--- src/rtl/bridge_req_tx.sv ---
// Bus request to ASCII frame encoder.
// Read frame:  'M' + 4 hex address digits + CR LF               (7 bytes)
// Write frame: 'M' + 4 hex address digits + 4 hex data digits + CR LF (11 bytes)
// The request is latched on acceptance, so later input changes cannot disturb the frame.
module bridge_req_tx #(
  parameter bit UPPERCASE = 1'b1
) (
  input  logic        clk,
  input  logic        rst,
  input  logic [15:0] addr_i,
  input  logic [15:0] wdata_i,
  input  logic        rw_i,
  input  logic        valid_i,
  output logic        ready_o,
  output logic [7:0]  data_o,
  output logic        valid_o,
  input  logic        ready_i
);

  typedef enum logic [0:0] {StIdle, StSend} state_e;

  state_e      state_q;
  logic [3:0]  idx_q;
  logic [15:0] addr_q;
  logic [15:0] wdata_q;
  logic        rw_q;

  logic [3:0]  idx_next;
  logic [3:0]  idx_last;
  logic [7:0]  next_byte;

  // Map a nibble to its ASCII hex digit
  function automatic logic [7:0] hex_char(input logic [3:0] n);
    logic [7:0] alpha_base;
    alpha_base = UPPERCASE ? 8'h41 : 8'h61;
    if (n < 4'd10) hex_char = 8'h30 + {4'h0, n};
    else           hex_char = alpha_base + {4'h0, n} - 8'd10;
  endfunction

  // Byte at a given frame position; MS nibble first
  function automatic logic [7:0] frame_byte(input logic [3:0]  idx,
                                            input logic [15:0] addr,
                                            input logic [15:0] wdata,
                                            input logic        rw);
    case (idx)
      4'd0:    frame_byte = 8'h4D;
      4'd1:    frame_byte = hex_char(addr[15:12]);
      4'd2:    frame_byte = hex_char(addr[11:8]);
      4'd3:    frame_byte = hex_char(addr[7:4]);
      4'd4:    frame_byte = hex_char(addr[3:0]);
      4'd5:    frame_byte = rw ? hex_char(wdata[15:12]) : 8'h0D;
      4'd6:    frame_byte = rw ? hex_char(wdata[11:8])  : 8'h0A;
      4'd7:    frame_byte = hex_char(wdata[7:4]);
      4'd8:    frame_byte = hex_char(wdata[3:0]);
      4'd9:    frame_byte = 8'h0D;
      4'd10:   frame_byte = 8'h0A;
      default: frame_byte = 8'h00;
    endcase
  endfunction

  // Next byte to present once the current one transfers
  always_comb begin
    idx_next  = idx_q + 4'd1;
    idx_last  = rw_q ? 4'd10 : 4'd6;
    next_byte = frame_byte(idx_next, addr_q, wdata_q, rw_q);
  end

  // Frame sequencer with registered handshake and data outputs
  always_ff @(posedge clk or negedge rst) begin
    if (!rst) begin
      state_q <= StIdle;
      idx_q   <= 4'd0;
      addr_q  <= 16'h0000;
      wdata_q <= 16'h0000;
      rw_q    <= 1'b0;
      ready_o <= 1'b0;
      valid_o <= 1'b0;
      data_o  <= 8'h00;
    end else begin
      unique case (state_q)
        StIdle: begin
          ready_o <= 1'b1;
          valid_o <= 1'b0;
          data_o  <= 8'h00;
          // ready_o is registered, so nothing is accepted on the first edge out of reset
          if (valid_i && ready_o) begin
            addr_q  <= addr_i;
            wdata_q <= wdata_i;
            rw_q    <= rw_i;
            idx_q   <= 4'd0;
            state_q <= StSend;
            ready_o <= 1'b0;
            valid_o <= 1'b1;
            data_o  <= 8'h4D;
          end
        end
        StSend: begin
          if (ready_i) begin
            if (idx_q == idx_last) begin
              state_q <= StIdle;
              idx_q   <= 4'd0;
              valid_o <= 1'b0;
              data_o  <= 8'h00;
              ready_o <= 1'b1;
            end else begin
              idx_q  <= idx_next;
              data_o <= next_byte;
            end
          end
        end
        default: state_q <= StIdle;
      endcase
    end
  end

endmodule
--- config.mk ---
export PLATFORM = sky130hd
export DESIGN_NAME = bridge_req_tx
export DESIGN_NICKNAME = d
export VERILOG_FILES = /design/src/rtl/bridge_req_tx.sv
export SDC_FILE = /design/constraint.sdc
export NUM_CORES = 1
export LEC_CHECK = 0
export BUFFER_PORTS_ARGS = -buffer_cell sky130_fd_sc_hd__buf_2
export CORE_MARGIN = 2
export CORE_UTILIZATION = 60
export DETAILED_ROUTE_END_ITERATION = 8
export PLACE_DENSITY = 0.84
export SYNTH_ARGS = -nofsm -noshare
export SYNTH_HDL_FRONTEND = slang
export SYNTH_SLANG_ARGS = --single-unit
--- constraint.sdc ---
create_clock -name clk -period 5.8 [get_ports clk]
set_clock_uncertainty 0.15 [all_clocks]
set_input_delay 1.16 -clock clk [delete_from_list [all_inputs] [get_ports clk]]
set_output_delay 1.16 -clock clk [all_outputs]
set_load 0.02 [all_outputs]
==> results of run 1 <==
-- cell usage after synthesis, types with 2 or more instances --
| cell type | n | area share [%] |
|---|---|---|
| nand2_1 | 88 | 11 |
| o21ai_0 | 48 | 7.8 |
| dfrtp_1 | 47 | 38 |
| inv_1 | 24 | 2.9 |
| a21oi_1 | 21 | 3.4 |
| ha_1 | 13 | 5.3 |
| clkbuf_1 | 10 | 1.2 |
| nor2_1 | 10 | 1.2 |
| nand3_1 | 8 | 1.3 |
| xnor2_1 | 8 | 2.3 |
| a31oi_1 | 7 | 1.4 |
| a32oi_1 | 6 | 1.7 |
| a211o_1 | 5 | 1.4 |
| a22oi_1 | 5 | 1.2 |
| nand2b_1 | 5 | 1.0 |
| nor2b_1 | 5 | 1.0 |
| and2_1 | 4 | 0.81 |
| buf_2 | 4 | 0.65 |
| nor3b_1 | 4 | 0.97 |
| a21o_1 | 3 | 0.73 |
| a2bb2oi_1 | 3 | 0.85 |
| and4b_1 | 3 | 0.97 |
| nor3_1 | 3 | 0.49 |
| a211oi_1 | 2 | 0.49 |
| a21boi_0 | 2 | 0.49 |
| a222oi_1 | 2 | 0.65 |
| and3b_1 | 2 | 0.57 |
| nand3b_1 | 2 | 0.49 |
| nand4_1 | 2 | 0.41 |
| o211ai_1 | 2 | 0.49 |
| o21a_1 | 2 | 0.49 |
| o31ai_1 | 2 | 0.49 |
| o32ai_1 | 2 | 0.57 |
-- where the power goes --
group | switching [mW] | internal (mW)
clock | 0.120 | 0.0975
combinational | 0.565 | 0.414
sequential | 0.204 | 0.479
-- kinds of logic after synthesis --
logic type               Yosys count
flip-flops                        47
adder cells (fa/ha/maj)           13
other                              1
AO/OA/AOI/OAI                    125
XOR/XNOR                           8
buffers and inverters             41
AND/OR/NAND/NOR                  143
-- critical path, stage by stage (launching register included) --
cell	delay [ps]
dfrtp_1	500
ha_1	420
nor3b_1	620
a41o_1	420
and2_1	330
a32oi_1	120
nand4_1	110
a2bb2oi_1	180
-- final cells by class --
class	instances	area share (%)
well taps	70	2.56
inverters	24	2.64
clock inverters	2	0.476
repair buffers	45	6.59
clock buffers	6	2.42
multi-input cells	290	50.9
flip-flops and latches	47	34.4
-- path summary, 6_finish.rpt --
| path | from | to | slack (ps) | cells past startpoint |
|---|---|---|---|---|
| min in group asynchronous | rst | addr_q[10] | 870 | 1 |
| hold / removal | data_o[4] | data_o[4] | 330 | 1 |
| hold reg to reg | data_o[4] | data_o[4] | 330 | 1 |
| max in group asynchronous | rst | data_o[0] | 3970 | 1 |
| setup reg to reg | idx_q[1] | data_o[3] | 2860 | 7 |
| setup / recovery | idx_q[1] | data_o[3] | 2860 | 7 |
-- state kept, by name, summed over array words and instances, names as in the netlist --
register / count
addr_q: 16
data_o: 7
idx_q: 4
ready_o: 1
rw_q: 1
state_q: 1
valid_o: 1
wdata_q: 16
-- routing by layer --
| metal | track usage (%) | wire (µm) |
|---|---|---|
| met1 | 38.0 | 3330 |
| met4 | 7.41 | 115 |
| met5 | 0 | 0 |
| met2 | 44.1 | 3520 |
| met3 | 5.42 | 347 |
==> flow_metrics.tcl, run 1 <==
set metrics [dict create \
    clock-sinks 47 \
    final_area_um2 3420 \
    port_buffers 45 \
    synthesis.area_um2 3080 \
    arrival_ps 3020 \
    final.fill_count 447 \
    dp_hpwl_um 5290 \
    synth-async-reset-ratio_pct 100 \
    viasPerCell 5.93 \
    fp.dieH_um 75.7 \
    synth-xor-area-share_pct 2.27 \
    yosysWarnings 0 \
    synth_fa_ha_area_share_pct 5.28 \
    synth_top_family_by_area "compound AO/OA/AOI/OAI gates" \
    synth_compound_area_share_pct 26.5 \
    hold_violations 0 \
    rsz0062_at_grt "no" \
    rows 26 \
    drive_gt1_share_pct 14.7 \
    fin_hold_ws_ps 330 \
    initial_core_util_pct 61.1 \
    critPathKind "flip-flop to flip-flop" \
    drtIter0Drc 238 \
    peakVddDrop_mv 0.260 \
    stdcell_count 484 \
    wl_per_cell_um 15.1 \
    final_cell_mix "nand2_1, o21ai_0, dfrtp_1" \
    post-route-util_pct 67.7 \
    syn_area_per_cell_um2 8.16 \
    cts_hold_buf 0 \
    finish.net_count 463 \
    ys_seq_area_share_pct 38.1 \
    synth_seq_cells 47 \
    io_pins 47 \
    drv_slew 0 \
    cp_data_required_time_ps 5880 \
    placed_area_um2 3320 \
    grt_pass1_vias 2540 \
    synth_nets 428 \
    power.total_mw 1.88 \
    cp_max_fo 12 \
    worstHoldPathType "flip-flop to flip-flop" \
    crit_path_start_kind "flip-flop" \
    slew_headroom_pct 30.0 \
    muxShareOfSynthArea_pct 0 \
    setup_viol 0 \
    grt_max_degree 57 \
    finalCriticalPeriod_ps 2940 \
    syn_to_final_growth_pct 10.8 \
    clockBufferDepth 2 \
    post-cts-setup-buffers 0 \
    status "finished, final reports clean" \
    htreeDepth 2 \
    dr.pass1.iters 5 \
    grt_pass1_wl_um 11900 \
    fp.coreArea_um2 5040 \
    pre_cts_slack_ps 2910 \
    final.setup.worst_slack_ps 2860 \
    fin_crit_sh_pct 50.7 \
    tns_ps 0 \
    grt.overflow.total 0 \
    ys_types 57 \
    num_antenna_cells 0 \
    numCtsBuffers 5 \
    synthSimpleGateAreaFrac_pct 22.1 \
    antenna_found_initial 0 \
    die-area_um2 5730 \
    cts_tree "built" \
    cp-end-kind "flip-flop" \
    grt.total_usage_pct 27.4 \
    ant_nets 0 \
    leakage_nw 1.60 \
    power_density_nw_per_um2 550 \
    regArea_um2 1180 \
    synth_edf_count 0 \
    tightest_slew_ps 1050 \
    wl_um 7310 \
    synth_cells 378 \
    clock.fmax_mhz 340 \
    drc_errors 0 \
    final_common_cell "nand2_1" \
    place_inst 476 \
    gp_congestion 0.945 \
    synth_ff_type "dfrtp_1" \
    clk_pin_slew_ps 90 \
    maxCapViolations 0 \
    clockRootBuffer "clkbuf_8" \
    multi_input_area_um2 1740 \
    cts_resized 0 \
    vias 2870 \
    die_w_um 75.7 \
    clk-insertion-delay-late_ps 310 \
]
Power figures use the tool's default switching activity.
==> run 2: changes to the inputs <==
- CORE_UTILIZATION: 60 -> 57
- PLACE_DENSITY: 0.84 -> 0.8
- clock period: 5.8 -> 2.9 ns (I/O delays scaled with it)
==> run 2 against run 1 <==
Via count is 1.6% lower. Combinational power is 100% higher. Non-clock buffer count is 4 higher. Largest cell class unchanged. Count of clock-buffer cells in the layout stayed put. Critical path depth stayed put. Worst setup slack worse by 2700 ps. Sequential share of layout area is 0.80 points lower. Hold slack worse by 240 ps. Register-to-register slack worse by 2700 ps. Final cell count is 0.83% higher.
==> flow_metrics.tcl, run 2 (synthesis results as in run 1) <==
set metrics [dict create \
    status "finished, final reports clean" \
    gp_congestion 0.900 \
    wl_per_cell_um 15.3 \
    hold_violations 0 \
    post-cts-setup-buffers 0 \
    dp_hpwl_um 5340 \
    worstHoldPathType "input pin to asynchronous set/reset pin" \
    num_antenna_cells 0 \
    leakage_nw 1.64 \
    critPathKind "flip-flop to flip-flop" \
    drive_gt1_share_pct 15.6 \
    clk_pin_slew_ps 90 \
    drc_errors 0 \
    grt.overflow.total 0 \
    clockRootBuffer "clkbuf_8" \
    viasPerCell 5.79 \
    final_cell_mix "nand2_1, o21ai_0, dfrtp_1" \
    maxCapViolations 0 \
    fp.coreArea_um2 5170 \
    placed_area_um2 3360 \
    rsz0062_at_grt "no" \
    port_buffers 45 \
    finish.net_count 467 \
    final.setup.worst_slack_ps 165 \
    drv_slew 0 \
    arrival_ps 2770 \
    cp_max_fo 12 \
    cp_data_required_time_ps 2940 \
    fp.dieH_um 77.5 \
    slew_headroom_pct 47.6 \
    final_common_cell "nand2_1" \
    clk-insertion-delay-late_ps 300 \
    tightest_slew_ps 784 \
    rows 26 \
    setup_viol 0 \
    final_area_um2 3500 \
    pre_cts_slack_ps 151 \
    power_density_nw_per_um2 1120 \
    cts_resized 0 \
    tns_ps 0 \
    grt.total_usage_pct 26.5 \
    grt_pass1_vias 2644 \
    place_inst 480 \
    worstReg2RegStart "idx_q[1]" \
    cts_tree "built" \
    wl_um 7440 \
    dr.pass1.iters 4 \
    ant_nets 0 \
    clock.fmax_mhz 366 \
    drtIter0Drc 229 \
    initial_core_util_pct 59.6 \
    grt_max_degree 56 \
    finalCriticalPeriod_ps 2740 \
    numCtsBuffers 5 \
    cp-end-kind "flip-flop" \
    io_pins 47 \
    peakVddDrop_mv 0.553 \
    antenna_found_initial 0 \
    vias 2824 \
    syn_to_final_growth_pct 13.4 \
    stdcell_count 488 \
    crit_path_start_kind "flip-flop" \
    rr_worst_depth 7 \
    reg.largest.list "addr_q (16), wdata_q (16), data_o (7)" \
    r2r_end "data_o[2]" \
    r2r_slack_ps 160 \
    clock-sinks 47 \
    clockBufferDepth 2 \
    die-area_um2 6010 \
    cts_hold_buf 0 \
    htreeDepth 2 \
    fin_crit_sh_pct 94.3 \
    grt_pass1_wl_um 12800 \
    die_w_um 77.5 \
]
==> run 2: how the worst max path moves through the flow <==
stage	from	to	slack, ps	depth (start not counted)
floorplan	idx_q[1]	data_o[0]	590	9
global placement	idx_q[1]	data_o[0]	290	7
detailed placement	idx_q[1]	data_o[6]	150	7
CTS	idx_q[1]	data_o[2]	120	7
global route	idx_q[1]	data_o[2]	40	7
finish	idx_q[1]	data_o[2]	160	7
==> run 2: layout make-up <==
cell class	instances	area [µm²]
Multi-Input combinational cell	290	1740
Fill cell	446	1680
Sequential cell	47	1180
Timing Repair Buffer	49	268
Inverter	24	90.1
Tap cell	70	87.6
Clock buffer	6	72.6
Clock inverter	2	60.1
==> run 2: routing by layer <==
layer | vias up | global-route usage (%) | part of all wire [%]
met5 | - | 0 | 0
met4 | 0 | 4.82 | 0.71
met3 | 6 | 4.30 | 4.9
met2 | 86 | 44.5 | 48
met1 | 1317 | 36.6 | 46
li1 | 1415 | - | -
==> run 2: through the flow <==
stage | hold WS, ps | total power, mW | util [%]
floorplan | 134 | 2.80 | -
global placement | 314 | 3.26 | 64.9
detailed placement | 315 | 3.32 | 64.9
CTS | 114 | 3.91 | 67.5
global route | 118 | 4.26 | 67.6
finish | 89.7 | 3.93 | 67.6
==> run 2: worst max-delay path, stage by stage (launching register included) <==
cell	delay, ps
dfrtp_1	500
ha_1	450
nor3_1	150
a31oi_4	290
nor2b_2	140
a2111oi_1	500
a31oi_1	150
a211o_1	300
==> run 2: report_power, final <==
part / total, mW / internal, mW / leakage (nW) / switching (mW)
clock: 0.568 / 0.345 / 0.0654 / 0.224
combinational: 1.99 / 0.848 / 0.999 / 1.14
sequential: 1.37 / 0.958 / 0.577 / 0.412
total: 3.93 / 2.15 / 1.64 / 1.78
==> run 3: changes to the inputs <==
==> constraint.sdc (replaced) <==
create_clock -name clk -period 2.9 [get_ports clk]
set_clock_uncertainty 0.15 [all_clocks]
set_input_delay 0.725 -clock clk [delete_from_list [all_inputs] [get_ports clk]]
set_output_delay 0.725 -clock clk [all_outputs]
set_load 0.02 [all_outputs]
==> run 3 against run 2 <==
Combinational power barely moved. Worst setup slack improved by 35 ps. Register-to-register slack improved by 30 ps. Sequential power barely moved. Count of clock-buffer cells in the layout did not move. Die area did not move. Fmax rose by 1.3%. Utilization did not move. Global-route usage rose by 0.66 points. Final cell count did not move. Largest cell class unchanged. Hold slack improved by 160 ps. Critical endpoint is now data_o[0].
==> flow_metrics.tcl, run 3 (synthesis results as in run 1) <==
set metrics [dict create \
    status "finished, final reports clean" \
    drv_slew 0 \
    tns_ps 0 \
    crit_path_start "idx_q[1]" \
    hold_violations 0 \
    finalCriticalPeriod_ps 2700 \
    place_inst 480 \
    grt_pass1_vias 2762 \
    final_cell_mix "nand2_1, o21ai_0, dfrtp_1" \
    fp.dieH_um 77.5 \
    leakage_nw 1.64 \
    drtIter0Drc 193 \
    rows 26 \
    critPathKind "flip-flop to flip-flop" \
    slew_headroom_pct 50.6 \
    reg.largest.list "addr_q (16), wdata_q (16), data_o (7)" \
    grt_pass1_wl_um 13200 \
    num_antenna_cells 0 \
    ant_nets 0 \
    clk_pin_slew_ps 90 \
    port_buffers 45 \
    fp.coreArea_um2 5170 \
    crit_path_start_kind "flip-flop" \
    stdcell_count 488 \
    post-cts-setup-buffers 0 \
    cp_data_required_time_ps 2940 \
    worstReg2RegStart "idx_q[1]" \
    die_w_um 77.5 \
    power.total_mw 3.93 \
    gp_congestion 0.905 \
    placed_area_um2 3360 \
    final_common_cell "nand2_1" \
    final.fill_count 437 \
    clock-sinks 47 \
    rsz0062_at_grt "no" \
    cts_tree "built" \
    wl_per_cell_um 15.3 \
    arrival_ps 2740 \
    r2r_end "data_o[0]" \
    post-route-util_pct 67.6 \
    htreeDepth 2 \
    final_area_um2 3500 \
    dr.pass1.iters 6 \
    pre_cts_slack_ps 136 \
    fin_crit_sh_pct 93.1 \
    viasPerCell 5.88 \
    clock.fmax_mhz 370 \
    clockBufferDepth 2 \
    fin_hold_ws_ps 254 \
    peakVddDrop_mv 0.514 \
    setup_viol 0 \
    clk-insertion-delay-late_ps 300 \
    clockRootBuffer "clkbuf_8" \
    grt.overflow.total 0 \
    worstHoldPathType "input pin to asynchronous set/reset pin" \
    cp-end-kind "flip-flop" \
    syn_to_final_growth_pct 13.4 \
    power_density_nw_per_um2 1120 \
    drive_gt1_share_pct 15.6 \
    endpoint "data_o[0]" \
    drc_errors 0 \
    finish.net_count 467 \
    initial_core_util_pct 59.6 \
    cts_resized 0 \
    tightest_slew_ps 738 \
    vias 2870 \
    cp_max_fo 11 \
    dp_hpwl_um 5530 \
    die-area_um2 6010 \
    final.setup.worst_slack_ps 200 \
    grt.total_usage_pct 27.1 \
    grt_max_degree 56 \
    rr_worst_depth 8 \
    cts_hold_buf 0 \
    maxCapViolations 0 \
    wl_um 7470 \
    r2r_slack_ps 200 \
    io_pins 47 \
    numCtsBuffers 5 \
    antenna_found_initial 0 \
]
[run 3: cell counts in the layout (fill, tap and decap cells not counted)]
Identical to the previous run, type by type.
[run 3: worst min-delay path by stage]
stage | start | endpoint | depth (start not counted)
floorplan | rst | addr_q[0] | 0
detailed placement | data_o[2] | data_o[2] | 1
global route | rst | addr_q[4] | 1
global placement | data_o[4] | data_o[4] | 1
finish | rst | addr_q[2] | 1
CTS | rst | wdata_q[0] | 1
[run 3: layer usage]
| metal | track usage [%] | up-vias | share of wire (%) |
|---|---|---|---|
| met5 | 0 | - | 0 |
| met3 | 3.84 | 16 | 4.2 |
| met1 | 38.1 | 1352 | 46 |
| met4 | 7.68 | 0 | 1.8 |
| met2 | 43.9 | 84 | 48 |
| li1 | - | 1418 | - |
[run 3: final cells by class]
type | instances | area (µm²) | share of cell area (%)
multi-input cells | 290 | 1740 | 49.8
flip-flops and latches | 47 | 1180 | 33.6
repair buffers | 49 | 268 | 7.66
inverters | 24 | 90.1 | 2.58
well taps | 70 | 87.6 | 2.50
clock buffers | 6 | 72.6 | 2.08
clock inverters | 2 | 60.1 | 1.72
[run 3: worst max-delay path, cell delays in order (launching register included)]
cell	delay (ps)
dfrtp_1	500
inv_1	100
ha_1	340
and3_4	250
a31oi_2	270
o32ai_1	160
a2111oi_2	380
a31oi_1	150
a211o_1	280
[run 3: power breakdown]
part / internal, mW / switching (mW)
Clock: 0.345 / 0.225
Combinational: 0.847 / 1.14
Sequential: 0.958 / 0.416
